<file path="src/rtl/mem_access_unit.sv">
// Load/store unit between the CPU datapath and a word-addressed data memory.
// Byte-addressed sub-word stores are done as read-modify-write; loads are lane-extracted and extended.
module mem_access_unit #(
  parameter logic [31:0] BASE_ADDR  = 32'h1001_0000,
  parameter int          MEM_ADDR_W = 8
) (
  input  logic                  clk,
  input  logic                  rst_n,
  input  logic                  req_valid,
  output logic                  req_ready,
  input  logic                  req_write,
  input  logic [1:0]            req_size,
  input  logic                  req_unsigned,
  input  logic [31:0]           req_addr,
  input  logic [31:0]           req_wdata,
  output logic                  resp_valid,
  input  logic                  resp_ready,
  output logic [31:0]           resp_rdata,
  output logic                  resp_error,
  output logic [MEM_ADDR_W-1:0] mem_addr,
  output logic [31:0]           mem_write_data,
  output logic                  mem_write,
  output logic                  mem_read,
  input  logic [31:0]           mem_read_data
);

  typedef enum logic [2:0] {
    ST_IDLE     = 3'd0,
    ST_READ     = 3'd1,
    ST_RMW_RD   = 3'd2,
    ST_WRITE    = 3'd3,
    ST_RESP     = 3'd4,
    ST_ERR_RESP = 3'd5
  } state_t;

  localparam logic [32:0] WIN_BYTES = 33'd4 << MEM_ADDR_W;

  state_t                 state_q, state_d;
  logic [MEM_ADDR_W-1:0]  widx_q;
  logic [1:0]             lane_q;
  logic [1:0]             size_q;
  logic                   uns_q;
  logic [31:0]            wword_q;
  logic [31:0]            rdata_q;

  logic [31:0]            off_s;
  logic                   bad_s;

  // Replace the addressed byte/half lane of old_w with the low bits of wd.
  function automatic logic [31:0] merge_store(input logic [31:0] old_w, input logic [31:0] wd,
                                              input logic [1:0] lane, input logic [1:0] size);
    logic [31:0] r;
    r = old_w;
    case (size)
      2'b00:   r[{lane, 3'b000} +: 8] = wd[7:0];
      2'b01: begin
        if (lane[1]) r[31:16] = wd[15:0];
        else         r[15:0]  = wd[15:0];
      end
      default: r = wd;
    endcase
    return r;
  endfunction

  // Pick the addressed lane out of a memory word and sign/zero-extend it.
  function automatic logic [31:0] load_extract(input logic [31:0] word, input logic [1:0] lane,
                                               input logic [1:0] size, input logic uns);
    logic [7:0]  b;
    logic [15:0] h;
    logic [31:0] r;
    b = word[{lane, 3'b000} +: 8];
    h = lane[1] ? word[31:16] : word[15:0];
    case (size)
      2'b00:   r = uns ? {24'h000000, b} : {{24{b[7]}}, b};
      2'b01:   r = uns ? {16'h0000, h}   : {{16{h[15]}}, h};
      default: r = word;
    endcase
    return r;
  endfunction

  // Request decode: addresses below BASE wrap to a large offset and fall outside the window.
  always_comb begin
    off_s = req_addr - BASE_ADDR;
    bad_s = 1'b0;
    if (req_size == 2'b11) begin
      bad_s = 1'b1;
    end else if ({1'b0, off_s} >= WIN_BYTES) begin
      bad_s = 1'b1;
    end else if ((req_size == 2'b01) && off_s[0]) begin
      bad_s = 1'b1;
    end else if ((req_size == 2'b10) && (off_s[1:0] != 2'b00)) begin
      bad_s = 1'b1;
    end else begin
      bad_s = 1'b0;
    end
  end

  // FSM state register.
  always_ff @(posedge clk or negedge rst_n) begin
    if (!rst_n) state_q <= ST_IDLE;
    else        state_q <= state_d;
  end

  // FSM next-state logic.
  always_comb begin
    state_d = state_q;
    case (state_q)
      ST_IDLE: begin
        if (!req_valid)                state_d = ST_IDLE;
        else if (bad_s)                state_d = ST_ERR_RESP;
        else if (!req_write)           state_d = ST_READ;
        else if (req_size == 2'b10)    state_d = ST_WRITE;
        else                           state_d = ST_RMW_RD;
      end
      ST_READ:   state_d = ST_RESP;
      ST_RMW_RD: state_d = ST_WRITE;
      ST_WRITE:  state_d = ST_RESP;
      ST_RESP, ST_ERR_RESP: begin
        if (resp_ready) state_d = ST_IDLE;
        else            state_d = state_q;
      end
      default:   state_d = ST_IDLE;
    endcase
  end

  // Request capture, load result and merged store word.
  always_ff @(posedge clk or negedge rst_n) begin
    if (!rst_n) begin
      widx_q  <= '0;
      lane_q  <= 2'b00;
      size_q  <= 2'b00;
      uns_q   <= 1'b0;
      wword_q <= 32'h0000_0000;
      rdata_q <= 32'h0000_0000;
    end else begin
      case (state_q)
        ST_IDLE: begin
          if (req_valid) begin
            widx_q  <= off_s[MEM_ADDR_W+1:2];
            lane_q  <= off_s[1:0];
            size_q  <= req_size;
            uns_q   <= req_unsigned;
            wword_q <= req_wdata;
            rdata_q <= 32'h0000_0000;
          end
        end
        ST_READ:   rdata_q <= load_extract(mem_read_data, lane_q, size_q, uns_q);
        ST_RMW_RD: wword_q <= merge_store(mem_read_data, wword_q, lane_q, size_q);
        default: begin
        end
      endcase
    end
  end

  // Outputs decoded from the state register so a reset drops memory strobes immediately.
  always_comb begin
    req_ready      = (state_q == ST_IDLE);
    resp_valid     = (state_q == ST_RESP) || (state_q == ST_ERR_RESP);
    resp_error     = (state_q == ST_ERR_RESP);
    resp_rdata     = rdata_q;
    mem_read       = (state_q == ST_READ) || (state_q == ST_RMW_RD);
    mem_write      = (state_q == ST_WRITE);
    mem_addr       = '0;
    mem_write_data = 32'h0000_0000;
    if (mem_read || mem_write) mem_addr = widx_q;
    else                       mem_addr = '0;
    if (mem_write) mem_write_data = wword_q;
    else           mem_write_data = 32'h0000_0000;
  end

endmodule

</file>
<file path="config.mk">
export PLATFORM = sky130hd
export DESIGN_NAME = mem_access_unit
export DESIGN_NICKNAME = d
export VERILOG_FILES = /design/src/rtl/mem_access_unit.sv
export SDC_FILE = /design/constraint.sdc
export NUM_CORES = 1
export LEC_CHECK = 0
export BUFFER_PORTS_ARGS = -buffer_cell sky130_fd_sc_hd__buf_2
export CORE_AREA = 2 2 118 120
export CTS_CLUSTER_DIAMETER = 50
export DETAILED_ROUTE_END_ITERATION = 8
export DIE_AREA = 0 0 120 122
export PLACE_DENSITY_LB_ADDON = 0.08
export SYNTH_ARGS = -nofsm -noshare
export SYNTH_HDL_FRONTEND = slang
export SYNTH_SLANG_ARGS = --single-unit
export TNS_END_PERCENT = 1
</file>
<file path="constraint.sdc">
create_clock -name clk -period 4.4 [get_ports clk]
set_input_delay 1.32 -clock clk [delete_from_list [all_inputs] [get_ports clk]]
set_output_delay 1.32 -clock clk [all_outputs]
set_load 0.02 [all_outputs]
</file>
======== After elaboration in Yosys (flattened, before gate mapping) ========
Cells that the tools add are included.
word-level totals
  input bits .............................. 104
  logic and storage cells ................. 67
  register bits ........................... 80
  output and inout port bits .............. 77
cells by class
  reduce and logical (&&, ||, !) cells .... 16
  equality and inequality tests ........... 13
  shift operators ......................... 3
  magnitude comparators ................... 1
  $add $sub $neg .......................... 2
  mux-type cells .......................... 24
operators with widths
  kind                                                   count
  one-hot mux 32 bit (2 select lines)                    4
  two-way mux 32 bit                                     5
  two-way mux 16 bit                                     3
  bitwise mux 32 bit                                     1
  >= comparator 32 x 11 -> 1 bit, second input constant  1
  variable shift 8 x 7 -> 32 bit, first input constant   1
  variable part select 32 x 6 -> 8 bit                   1
  variable part select 8 x 7 -> 32 bit                   1
  subtractor 32 x 29 -> 32 bit, second input constant    1
  one-hot mux 3 bit (4 select lines)                     1
  two-way mux 3 bit                                      3
  two-way mux 8 bit                                      1
  negator 5 -> 7 bit                                     1
  == test 3 x 2 -> 1 bit, second input constant          2
  == test 3 bit, second input constant                   2
  nonzero test 2 bit                                     3
  two-way mux 1 bit                                      5
  == test 2 x 1 -> 1 bit, second input constant          2
  == test 2 bit, second input constant                   2
  != test 2 bit, second input constant                   2
  AND reduction 2 bit                                    2
  AND reduction 4 bit                                    1
  OR reduction 2 bit                                     2
  == test 3 x 1 -> 1 bit, second input constant          1
  other kinds (8)                                        11

======== Longest topological paths before layout ========
  depth after elaboration ................. 10
  mapped depth ............................ 10
  mapped depth without buffers ............ 7

======== Worst setup path after synthesis ========
No wires, ideal clock.
  path type ............................... flip-flop to output port
  start point ............................. register state_q[0]
  end point ............................... output mem_write_data[22]
  required time ........................... 3.080 ns
  path buffers ............................ 2
  stages on the path, launching flop included .. 6
  data arrival time ....................... 1.558 ns
  path slack .............................. 1.522 ns
  path through ............................ dfrtp_1 -> buf_2 -> inv_1 -> nor3b_1 -> clkbuf_1 -> and2_1
on the way
  cells in the longest elaborated chain, start to end .. 2
RTL lines
  element                 line  text
  from (decl)             38    state_t state_q, state_d;
  from (signal assigned)  101   else state_q <= state_d;
  == test 3 x 2 -> 1 bit  162   mem_write = (state_q == ST_WRITE);
  named net mem_write     22    output logic mem_write,
  two-way mux 32 bit      167   if (mem_write) mem_write_data = wword_q;
  to (decl)               21    output logic [31:0] mem_write_data,
The timed path passes the listed nets, and every way through them passes these cells.

======== Worst setup path after layout ========
  start point ............................. register state_q[0]
  end point ............................... output mem_write_data[1]
on the way
  cells in the longest elaborated chain, start to end .. 2
RTL lines
  element                 line
  == test 3 x 2 -> 1 bit  162
  two-way mux 32 bit      167
No other way between the ends.

==> results.py <==
metrics = {
    "status": {
        "status": "finished clean",
    },
    "place": {
        "numPortBuffers": 180,
        "dp_hpwl_um": 11900,
        "place_area_um2": 5860,
        "post-place-ws_ns": 1.46,
        "gp_congestion": 0.848,
    },
    "global_route": {
        "antenna_found_initial": 1,
        "grt_pass1_vias": 4405,
        "track_usage_pct": 21.8,
        "globalRouteOverflowTotal": 0,
        "grt_pass1_wl_um": 24300,
        "grt_max_degree": 81,
    },
    "clock_network": {
        "h-tree-depth": 3,
        "cts_tree": "yes",
        "cts_buffers": 9,
        "cts_sinks": 80,
        "clockBufferDepth": 2,
        "clk_latency_ns": 0.34,
        "postCtsHoldBufs": 0,
        "clkTransAtPathRegs_ns": 0.06,
        "cts_resized": 0,
        "post-cts-setup-buffers": 0,
        "cts_root_buffer": "clkbuf_16",
    },
    "setup_path": {
        "crit_required_ns": 3.08,
        "cp-start-kind": "register",
        "regToRegStartpoint": "lane_q[1]$_DFFE_PN0P_",
        "timing.rr.end": "wword_q[20]$_DFFE_PN0P_",
        "crit_type": "register to output pin",
        "rrSetupSlack_ns": 1.85,
        "critPathCaptureType": "output pin",
        "crit_arrival_ns": 1.82,
        "ff2ff_path_depth": 8,
        "path_max_fanout": 33,
    },
    "flow_run": {
        "maxCapViolCount": 0,
    },
    "logic_synthesis": {
        "ys_top_cells_by_area": "dfrtp_1, mux2_2, and2_1",
        "synth-seq-cells": 80,
        "synthCells": 503,
        "ys_warn_count": 0,
        "yosysSeqAreaShare_pct": 41.3,
        "synth_edf_count": 0,
        "synth-compound-area-share_pct": 23.9,
        "async_flop_share_pct": 100,
        "syn_avg_cell_area_um2": 9.63,
        "yosys.area_share.adder_pct": 1.29,
        "netlist.area_leader.share_pct": 41.3,
        "netlist_area_um2": 4840,
        "synth_top_cell_by_area": "dfrtp_1",
        "syn_nets": 612,
        "synth_top_family_by_area": "compound AO/OA/AOI/OAI gates",
        "ys_types": 50,
        "yosys.area_share.simple_pct": 20.3,
        "ys.flop_type": "dfrtp_1",
        "synth_xor_area_share_pct": 0.181,
        "muxShareOfSynthArea_pct": 8.78,
    },
    "power_and_ir_drop": {
        "finalPower_mw": 3.34,
        "peakVddDrop_mv": 0.190,
        "power_density_nw_per_um2": 544,
        "power_leakage_nw": 2.97,
    },
    "detailed_routing": {
        "drt.antenna.violating_nets": 0,
        "totalWireLength_um": 15900,
        "route.vias.total": 4571,
        "firstDrtPassIters": 8,
        "vias_per_cell": 5.37,
        "detail_route.iter0.violations": 527,
        "drcViolationCount": 0,
        "routedWlPerCell_um": 18.7,
    },
    "timing": {
        "period_share_pct": 71.3,
        "min_period_ns": 3.14,
        "fmax_ghz": 0.319,
        "setup_tns_ns": 0,
        "fin_worst_skew_ns": 0.00858,
        "slew_violations": 0,
        "worst_pin_slew_ns": 1.04,
        "grt_setup_unrepaired": "no",
        "layout_setup_ws_ns": 1.26,
        "slew_headroom_pct": 30.5,
        "hold_viol": 0,
        "final-setup-viol-count": 0,
    },
    "floorplan": {
        "ios": 181,
        "die_h_um": 122,
        "dieArea_um2": 14600,
        "core_area_um2": 13500,
        "die_width_um": 120,
        "initial_core_util_pct": 35.9,
        "rows": 43,
    },
    "layout": {
        "final_area_um2": 6140,
        "area_delta_synth_final_pct": 26.8,
        "final_cell_mix": "buf_2, dfrtp_1, nand2_1",
        "final_common_cell": "buf_2",
        "fin_nets": 775,
        "drive_gt1_share_pct": 36.7,
        "fin_util_pct": 45.5,
    },
    "worst_hold_path": {
        "hold_depth": 2,
        "hold_end": "wword_q[19]$_DFFE_PN0P_",
        "min_path_type": "register to register",
        "min-delay-start": "wword_q[19]$_DFFE_PN0P_",
    },
}
==> power breakdown <==
part	switching [mW]	total (mW)	internal, mW
Combinational	0.808	1.36	0.547
Sequential	0.256	1.29	1.03
Clock	0.299	0.698	0.399
Total	1.36	3.34	1.98
==> state kept, by name, indices dropped and copies added, names as in the netlist <==
register	count
lane_q	2
resp_rdata	32
size_q	2
state_q	3
uns_q	1
widx_q	8
wword_q	32
==> area by class of cell <==
type,count,area [um2]
antenna,1,2.50
clock buffer,12,246
clock inverter,4,27.5
fill,1385,7360
inverter,8,30.0
multi-input combinational,379,2640
sequential,80,2000
tap,180,225
timing repair buffer,188,963
==> cells by family after synthesis <==
| group | after synthesis |
|---|---|
| and+or+nand+nor | 179 |
| AOI/OAI and AO/OA | 155 |
| DFF | 80 |
| buffers and inverters | 44 |
| muxes | 39 |
| adders and majority gates | 5 |
| xor gates and xnor gates | 1 |
==> through the flow <==
step | cells | hold slack (ns)
global placement | 835 | 0.451
global route | 851 | 0.499
floorplan | 503 | 0.440
finish | 852 | 0.470
CTS | 851 | 0.472
detailed placement | 835 | 0.458
==> how the worst max path moves through the flow <==
stage | from | endpoint | slack, ns
3_3_place_gp | mem_read_data[31] | resp_rdata[20]$_DFFE_PN0P_ | 1.53
3_5_place_dp | mem_read_data[31] | resp_rdata[29]$_DFFE_PN0P_ | 1.46
4_1_cts | state_q[0]$_DFFE_PN0P_ | mem_write_data[6] | 1.25
5_1_grt | state_q[0]$_DFFE_PN0P_ | mem_write_data[2] | 1.13
2_1_floorplan | state_q[0]$_DFFE_PN0P_ | mem_write_data[22] | 1.52
6_report | state_q[0]$_DFFE_PN0P_ | mem_write_data[1] | 1.26
==> synthesized netlist by cell type (3+ instances only) <==
cell type and instances:
dfrtp_1 80, nand2_1 52, and2_1 50, o21ai_0 33, mux2_2 28, a221oi_1 25
nor2_1 25, a22o_1 24, nand2b_1 19, buf_2 16, o31ai_1 16, clkbuf_1 15
a21oi_1 14, mux2i_1 11, o22ai_1 10, a211oi_1 9, inv_1 8, nor3_1 8
a222oi_1 7, buf_4 5, ha_1 5, nand3_1 4, nand4_1 3, nor2b_1 3
nor3b_1 3, o21ai_1 3
==> critical path: stages (launching register included) <==
cell and delay, ns:
dfrtp_1 0.50, inv_1 0.13, nor3b_2 0.17, buf_4 0.30
and2_1 0.20, buf_2 0.17
==> layer usage <==
metal	up-vias	GRT usage [%]	routed length [um]
met5	-	0	0
met4	0	6.76	246
met3	19	5.01	1080
met2	182	36.9	7650
met1	2179	27.8	6960
li1	2191	-	-
(Power assumes the default switching activity.)
